## src/rtl/mem_access_unit.sv

```systemverilog
// Load/store front end for the byte-addressed toy RAM: alignment/range checks,
// read-modify-write for sub-word stores, sign/zero-extended load results.
module mem_access_unit #(
  parameter int unsigned DATA_WIDTH = 32,
  parameter int unsigned ADDR_WIDTH = 16,
  parameter int unsigned MEM_SIZE   = 16384,
  parameter int unsigned WAIT_LIMIT = 15
) (
  input  logic                  clk,
  input  logic                  rst,
  input  logic                  req_valid,
  output logic                  req_ready,
  input  logic                  req_we,
  input  logic [1:0]            req_size,
  input  logic                  req_unsigned,
  input  logic [ADDR_WIDTH-1:0] req_addr,
  input  logic [DATA_WIDTH-1:0] req_wdata,
  output logic                  resp_valid,
  output logic [DATA_WIDTH-1:0] resp_rdata,
  output logic [1:0]            resp_err,
  output logic                  ram_read,
  output logic                  ram_write,
  output logic [ADDR_WIDTH-1:0] ram_addr,
  output logic [DATA_WIDTH-1:0] ram_dat_in,
  input  logic [DATA_WIDTH-1:0] ram_dat_out,
  input  logic                  ram_available,
  input  logic                  ram_conflict_err
);

  localparam int unsigned AW1 = ADDR_WIDTH + 1;
  localparam int unsigned CW  = $clog2(WAIT_LIMIT + 1);

  localparam logic [1:0] ERR_OK    = 2'b00;
  localparam logic [1:0] ERR_ALIGN = 2'b01;
  localparam logic [1:0] ERR_RANGE = 2'b10;
  localparam logic [1:0] ERR_RAM   = 2'b11;

  typedef enum logic [1:0] {IDLE, READ, WRITE, RESP} state_t;

  state_t                  state;
  logic                    we_q;
  logic [1:0]              size_q;
  logic                    uns_q;
  logic [DATA_WIDTH-1:0]   wdata_q;
  logic                    err_q;
  logic [CW-1:0]           wait_cnt;

  logic [2:0]              nbytes_c;
  logic [AW1-1:0]          last_byte_c;
  logic                    range_err_c;
  logic                    align_err_c;
  logic                    ram_err_c;

  // Unwrapped address of the last byte touched, for the range check
  always_comb begin
    nbytes_c = 3'd4;
    case (req_size)
      2'b00:   nbytes_c = 3'd1;
      2'b01:   nbytes_c = 3'd2;
      default: nbytes_c = 3'd4;
    endcase
    last_byte_c = {1'b0, req_addr} + AW1'(nbytes_c) - AW1'(1);
    range_err_c = (req_size == 2'b11) || (last_byte_c >= AW1'(MEM_SIZE));
    align_err_c = ((req_size == 2'b01) && req_addr[0]) ||
                  ((req_size == 2'b10) && (req_addr[1:0] != 2'b00));
  end

  assign ram_err_c = err_q | ram_conflict_err;
  assign req_ready = (state == IDLE) & ~rst;

  function automatic logic [31:0] load_ext(input logic [31:0] d, input logic [1:0] sz,
                                           input logic uns);
    case (sz)
      2'b00:   load_ext = {{24{d[7] & ~uns}}, d[7:0]};
      2'b01:   load_ext = {{16{d[15] & ~uns}}, d[15:0]};
      default: load_ext = d;
    endcase
  endfunction

  function automatic logic [31:0] merge(input logic [31:0] old, input logic [31:0] w,
                                        input logic [1:0] sz);
    case (sz)
      2'b00:   merge = {old[31:8], w[7:0]};
      2'b01:   merge = {old[31:16], w[15:0]};
      default: merge = w;
    endcase
  endfunction

  always_ff @(posedge clk or posedge rst) begin
    if (rst) begin
      state      <= IDLE;
      we_q       <= 1'b0;
      size_q     <= 2'b00;
      uns_q      <= 1'b0;
      wdata_q    <= '0;
      err_q      <= 1'b0;
      wait_cnt   <= '0;
      resp_valid <= 1'b0;
      resp_rdata <= '0;
      resp_err   <= ERR_OK;
      ram_read   <= 1'b0;
      ram_write  <= 1'b0;
      ram_addr   <= '0;
      ram_dat_in <= '0;
    end else begin
      case (state)
        IDLE: begin
          if (req_valid) begin
            we_q     <= req_we;
            size_q   <= req_size;
            uns_q    <= req_unsigned;
            wdata_q  <= req_wdata;
            err_q    <= 1'b0;
            wait_cnt <= '0;
            if (range_err_c || align_err_c) begin
              resp_valid <= 1'b1;
              resp_rdata <= '0;
              resp_err   <= range_err_c ? ERR_RANGE : ERR_ALIGN;
              state      <= RESP;
            end else begin
              ram_addr <= req_addr;
              // Full-word stores skip the read; everything else reads first
              if (req_we && (req_size == 2'b10)) begin
                ram_write  <= 1'b1;
                ram_dat_in <= req_wdata;
                state      <= WRITE;
              end else begin
                ram_read <= 1'b1;
                state    <= READ;
              end
            end
          end
        end
        READ: begin
          err_q <= ram_err_c;
          if (ram_available) begin
            ram_read <= 1'b0;
            if (we_q) begin
              ram_write  <= 1'b1;
              ram_dat_in <= merge(ram_dat_out, wdata_q, size_q);
              state      <= WRITE;
            end else begin
              resp_valid <= 1'b1;
              resp_err   <= ram_err_c ? ERR_RAM : ERR_OK;
              resp_rdata <= ram_err_c ? '0 : load_ext(ram_dat_out, size_q, uns_q);
              state      <= RESP;
            end
          end else if (wait_cnt == CW'(WAIT_LIMIT - 1)) begin
            ram_read   <= 1'b0;
            resp_valid <= 1'b1;
            resp_err   <= ERR_RAM;
            resp_rdata <= '0;
            state      <= RESP;
          end else begin
            wait_cnt <= wait_cnt + CW'(1);
          end
        end
        WRITE: begin
          ram_write  <= 1'b0;
          resp_valid <= 1'b1;
          resp_err   <= ram_err_c ? ERR_RAM : ERR_OK;
          resp_rdata <= '0;
          state      <= RESP;
        end
        RESP: begin
          resp_valid <= 1'b0;
          resp_rdata <= '0;
          resp_err   <= ERR_OK;
          state      <= IDLE;
        end
        default: state <= IDLE;
      endcase
    end
  end

endmodule

```

## config.mk

```make
export PLATFORM = sky130hd
export DESIGN_NAME = mem_access_unit
export DESIGN_NICKNAME = d
export VERILOG_FILES = /design/src/rtl/mem_access_unit.sv
export SDC_FILE = /design/constraint.sdc
export NUM_CORES = 1
export LEC_CHECK = 0
export ABC_AREA = 1
export CORE_AREA = 2 2 104 147
export DETAILED_ROUTE_END_ITERATION = 16
export DIE_AREA = 0 0 106 149
export PLACE_DENSITY = 0.9
export SKIP_LAST_GASP = 1
export SLEW_MARGIN = 0
export SYNTH_ARGS = -nofsm -noshare
export SYNTH_HDL_FRONTEND = slang
export SYNTH_SLANG_ARGS = --single-unit
```

## constraint.sdc

```tcl
create_clock -name clk -period 5.16 [get_ports clk]
set_input_delay 1.032 -clock clk [delete_from_list [all_inputs] [get_ports clk]]
set_output_delay 1.032 -clock clk [all_outputs]
set_load 0.1 [all_outputs]
```

==> flow_metrics.py <==
metrics = {
    "timing": {
        "setup_viol": 0,
        "finalSetupTns_ps": 0,
        "rsz0062_at_grt": "false",
        "worst_clock_skew_ps": 9.22,
        "slew_viol_final": 0,
        "slew_headroom_pct": 26.5,
        "max_freq_mhz": 246,
        "finalCritPeriodShare_pct": 78.8,
        "hold_viol": 0,
        "period_needed_ps": 4070,
        "tightest_slew_ps": 1100,
    },
    "logic_synthesis": {
        "yosys.area_share.adder_pct": 4.68,
        "synthSimpleGateAreaFrac_pct": 28.1,
        "syn_nets": 1042,
        "synth_cell_types": 37,
        "synth_xor_area_share_pct": 0.246,
        "syn_area_um2": 7110,
        "synth.avg_cell_area_um2": 7.67,
        "synthMuxAreaShare_pct": 0,
        "synth_warnings": 0,
        "ys_ff_latch": 128,
        "synth_top_family_by_area": "simple AND/OR/NAND/NOR gates",
        "syn_inst": 927,
        "ys_seq_area_share_pct": 45.0,
        "synth-compound-area-share_pct": 11.8,
    },
    "placement": {
        "io_buffers": 174,
        "dp.cells": 1249,
        "gp_congestion": 0.912,
        "dp_hpwl_um": 13600,
    },
    "outcome": {
        "run_status": "finished, final reports clean",
    },
    "flow_run": {
        "drv_cap": 0,
    },
    "clock_tree": {
        "clock_sinks": 128,
        "cts_made_buffers": 17,
        "clockRootBuffer": "clkbuf_16",
        "clkTransAtPathRegs_ps": 60,
        "cts_max_path_buffers": 2,
        "ctsHoldBuffers": 0,
        "cts_tree": "built",
        "clk_latency_ps": 410,
        "cts_max_level": 4,
        "post_cts_buffers": 0,
        "cts_resized": 0,
    },
    "floorplan": {
        "row_count": 53,
        "fp.dieH_um": 149,
        "ios": 175,
        "initial_core_util_pct": 48.5,
        "core_um2": 14700,
        "die_w_um": 106,
        "dieArea_um2": 15800,
    },
    "grt": {
        "grt_max_degree": 103,
        "grt_pass1_wl_um": 32500,
        "grt_overflow": 0,
        "grtUsageTotal_pct": 25.5,
        "grt_pass1_vias": 6914,
        "antenna_found_initial": 0,
    },
    "final_layout": {
        "seq_area_um2": 3200,
        "final_cell_mix": "267 x nand2_1, 174 x clkdlybuf4s50_1, 128 x dfrtp_1",
        "stdcell_count": 1281,
        "nNetsFinal": 1191,
        "final_common_cell": "nand2_1",
        "area_delta_synth_final_pct": 33.8,
        "multi_input_area_um2": 3200,
        "drive_gt1_share_pct": 6.52,
        "antenna_cells": 0,
        "fin_util_pct": 64.9,
        "nFillCells": 1197,
    },
    "routing": {
        "ant_nets": 0,
        "drtIter0Drc": 591,
        "routed_via_density": 5.43,
        "num_vias": 6954,
        "wl_per_cell_um": 15.4,
        "wirelength_um": 19700,
        "drc_errors": 0,
        "drtPass1Iterations": 5,
    },
    "min_path": {
        "min_path_type": "reg2reg",
    },
    "setup_path": {
        "critPathTopFamily": "simple AND/OR/NAND/NOR gates",
        "crit_arrival_ps": 4360,
        "worstSetupPathType": "in2reg",
        "endpoint_kind": "flip-flop",
        "crit_buf_inv": 5,
        "cp_slowest_stage_delay_ps": 500,
        "crit_chain": "clkdlybuf4s50_1 > inv_1 > nor2_1 > inv_1 > ha_1 > inv_1 > ha_1 > inv_1 > fa_1 > nor3_1 > o21bai_1 > nand2_1 > nand2_1 > nand2_2 > nand3_1 > nand2_2 > nand3_4 > nand2_1 > nand2_1",
        "crit_fanout": 32,
        "required_ps": 5450,
        "startpoint_type": "input port",
        "slowest_stage": "clkdlybuf4s50_1",
    },
    "power": {
        "peakVddDrop_mv": 0.349,
        "p_leak_nw": 4.78,
        "p_per_area_nw_per_um2": 672,
    },
}
## per-stage QoR
stage	worst slack, ps	power (mW)	instance area [µm²]	hold slack [ps]
final	1090	6.39	9520	467
after global routing	811	6.71	9520	496
after CTS	1120	6.39	9520	471
after detailed placement	687	5.12	8900	457
after global placement	864	5.03	8900	453
after floorplan	715	4.30	7110	448
## tightest hold or removal path, cell delays in order, from the launching register on
cell     delay [ps]
dfrtp_1         340
nand2_1          50
nand2_1          50
## flip-flops by register name, indices dropped and copies added, names as in the netlist, 2 cells and up
| name | count |
|---|---|
| size_q | 2 |
| wdata_q | 32 |
| ram_addr | 16 |
| ram_dat_in | 32 |
| resp_rdata | 32 |
| wait_cnt | 4 |
| state | 2 |
| resp_err | 2 |
## where the power goes
part	total, mW	switching [mW]	internal [mW]
clock network	1.24	0.453	0.788
logic	3.53	2.70	0.827
registers	1.62	0.252	1.37
total	6.39	3.41	2.98
## layer usage
metal  wire length (µm)  track usage [%]
met2              10300             46.3
met5                  0                0
met4                542             9.41
met1               7660             30.3
met3               1280             4.15
## cells by family (layout without fill, tap and decap cells)
group,Yosys count,count (layout)
buffers and inverters,171,333
AND/OR/NAND/NOR,442,442
flip-flops,128,128
XOR/XNOR,2,2
AO/OA/AOI/OAI,158,158
adder cells (fa/ha/maj),26,26
## final timing paths
check | from | end | depth (start not counted) | slack (ps)
worst min-delay path | ram_dat_in[5] | ram_dat_in[5] | 2 | 470
worst min register to register | ram_dat_in[5] | ram_dat_in[5] | 2 | 470
min in group asynchronous | rst | ram_addr[13] | 2 | 1260
worst max register to register | state[1] | ram_dat_in[20] | 7 | 2220
worst max-delay path | req_size[0] | ram_dat_in[20] | 19 | 1090
max in group asynchronous | rst | ram_dat_in[23] | 3 | 2940
## synthesized netlist by cell type, drive strengths merged
cell | instances | area, µm²
a21oi | 51 | 255
a31oi | 2 | 27.5
and2 | 1 | 6.26
buf | 21 | 151
clkbuf | 30 | 113
clkinv | 1 | 8.76
dfrtp | 128 | 3200
fa | 1 | 20.0
ha | 25 | 313
inv | 119 | 447
nand2 | 284 | 1130
nand3 | 53 | 308
nand3b | 2 | 15.0
nand4 | 51 | 319
nor2 | 49 | 199
nor3 | 2 | 21.3
o21ai | 92 | 468
o21bai | 1 | 7.51
o22ai | 9 | 56.3
o31ai | 3 | 22.5
xnor2 | 1 | 8.76
xor2 | 1 | 8.76
## area by class of cell
cell class / count / share of cell area, %
Clock buffer: 20 / 4.80
Clock inverter: 12 / 1.67
Inverter: 120 / 4.84
Multi-Input combinational cell: 628 / 33.6
Sequential cell: 128 / 33.7
Tap cell: 192 / 2.52
Timing Repair Buffer: 181 / 18.9
Note: power is estimated with default switching activity, not from simulation.
==> variant (config.mk and constraints unchanged) <==
`WAIT_LIMIT`: 15 -> 30.
--- a/src/rtl/mem_access_unit.sv
+++ b/src/rtl/mem_access_unit.sv
@@ -6,3 +6,3 @@
   parameter int unsigned MEM_SIZE   = 16384,
-  parameter int unsigned WAIT_LIMIT = 15
+  parameter int unsigned WAIT_LIMIT = 30
 ) (
Behaviour: same outputs for any inputs over 4 cycles, from zero or initial values and one cycle with rst high; that may be too few to reach the edited logic, so the function may still have changed.
==> variant against the unedited design <==
Routed wire length fell by 1.1%. Largest power group unchanged. Power fell by 2.8%. Synthesized area fell by 2.8%. Die area did not move. Design area fell by 2.5%. Synthesized cell count fell by 4.7%. Sequential cell count rose by 1. Critical endpoint is now resp_rdata[4]$_DFFE_PP0P_. Worst setup slack improved by 190 ps. Count of clock-buffer cells in the layout did not move. Non-clock buffer count rose by 2. Utilization fell by 1.6 points.
==> variant: results (changes against the unedited design) <==
- Pin count of the biggest net entering global routing: 79 (-23%)
- Maximum vdd drop: 0.000434 V (+24%)
- Skew final: 7.98 ps (-1.24 ps)
- Min-Delay Endpoint: ram_addr[11]$_DFFE_PP0P_
- CTS Buffer Depth: 2 (unchanged)
- Avg Cell Area, Syn: 7.83 um2 (+2.1%)
- Dominant cells by area after synthesis: dfrtp_1 47%, nand2_1 15%, o21ai_0 8.5%, inv_1 5.3%, ha_1 4.5%
- Endpoints failing setup: 0 (unchanged)
- Hold Startpoint: ram_addr[11]$_DFFE_PP0P_
- I/O Buffers: 174 (unchanged)
- Run status: complete, no violations
- Clk_lat worst skew: 410 ps (about the same)
- Post_cts resized: 0 (unchanged)
- Min-Delay Path Depth: 2 (unchanged)
- GP Congestion: 0.872 (-4.4%)
- GRT Total Usage: 25.6% (+0.12 points)
- Initial detailed-routing violation count: 386 (-35%)
- P_leak: 4.51 nW (-5.7%)
- Routed WL per cell: 15.7 um (+2.0%)
- Regs by FF count: ram_dat_in (32), resp_rdata (32), wdata_q (32)
- Vias in the first global route: 6,543 (-5.4%)
- Ys Warns: 0 (unchanged)
- Reg2reg end: ram_dat_in[9]$_DFFE_PP0P_
- Vias/cell: 5.34 (-1.6%)
- Ys async rst share: 100% (unchanged)
- DRT Wirelength: 19.5 mm (-1.1%)
- Crit path from: req_size[0]
- Initial antenna violation count: 0 (unchanged)
- Diodes inserted: 0 (unchanged)
- Num CTS Buffers: 17 (unchanged)
- Layout cells sized above 1: 6.38% (-0.14 points)
- Clock-pin transition on the worst setup and hold timing paths: 60 ps (about the same)
- Total chip power: 6.21 mW (-2.8%)
- Hold crit path type: reg -> reg
- Reg2reg setup slack: around 2200 ps
- Most frequent cells after synthesis: 278 x nand2_1, 129 x dfrtp_1, 117 x o21ai_0
- Synth cell types: 37 (unchanged)
- Postcts setup bufs: 0 (unchanged)
- # fillers: 1,222 (+2.1%)
- CTS root buffer: clkbuf_16
- Reg2reg start: state[1]$_DFFE_PP0P_
- Tmin final: 3870 ps (-194 ps)
- FF-to-FF path depth: 9 (+2)
- Hpwl dp: 14.0 mm (+3.1%)
- Dpl cell area: 8720 um2 (-2.0%)
- Hold_ws: 470 ps (+2.71 ps)
- Sequential element share of the synthesized area: 46.7% (+1.6 points)
- Global-route wire length before repair: 31.8 mm (-2.1%)
- Worst Path Max Fanout: 69 (+120%)
- Setup slack after placement: 888 ps (+201 ps)
- Post-route cell area: 9280 um2 (-2.5%)
- CTS HTree Levels: 4 (unchanged)
- Rel. slew slack: 30.5% (+4.0 points)
- Syn_nets: 998 (-4.2%)
- TritonRoute pass-1 iters: 7 (+2)
variant: where the power goes:
part	switching, mW	internal [mW]	total (mW)
combinational	2.64	0.831	3.47
clock	0.471	0.650	1.12
sequential	0.241	1.38	1.62
variant: cell families after synthesis:
| kind of cell | Yosys count | share of synthesized area, % |
|---|---|---|
| compound gates | 171 | 13.6 |
| fa+ha+maj | 26 | 4.81 |
| buf+inv | 146 | 9.03 |
| flops | 129 | 46.7 |
| simple gates | 411 | 25.9 |
variant: layout make-up:
cell class	count	share of cell area, %
clock buffer	20	4.92
clock inverter	12	1.08
inverter	98	3.99
multi-input combinational	608	33.1
sequential	129	34.8
tap	192	2.59
timing repair buffer	183	19.5
variant: worst max path at each step:
stage,cells after the start,end
floorplan,1,err_q$_DFFE_PP0P_
global placement,21,ram_dat_in[4]$_DFFE_PP0P_
detailed placement,19,resp_rdata[4]$_DFFE_PP0P_
CTS,19,resp_rdata[4]$_DFFE_PP0P_
global route,20,resp_rdata[2]$_DFFE_PP0P_
finish,19,resp_rdata[4]$_DFFE_PP0P_
variant: routing by layer:
layer  wire (um)  GRT usage, %  vias up  part of all wire [%]
li1            -             -     3186                     -
met4         682          11.7        0                   3.5
met2       10600          47.1      253                    54
met5           0             0        -                     0
met3        1120          5.07       39                   5.7
met1        7160          28.4     3155                    37
variant: worst max-delay path: stages:
cell and delay (ps):
clkdlybuf4s50_1 510, inv_1 80, nor2_1 120, inv_1 60
ha_1 260, inv_1 60, ha_1 160, inv_1 60
fa_1 350, inv_1 60, nand4_1 80, nand3_1 70
nand2_1 60, nand2_1 70, nand2_1 50, nand2_1 150
nand4_4 150, nand2_4 500, o21ai_0 200
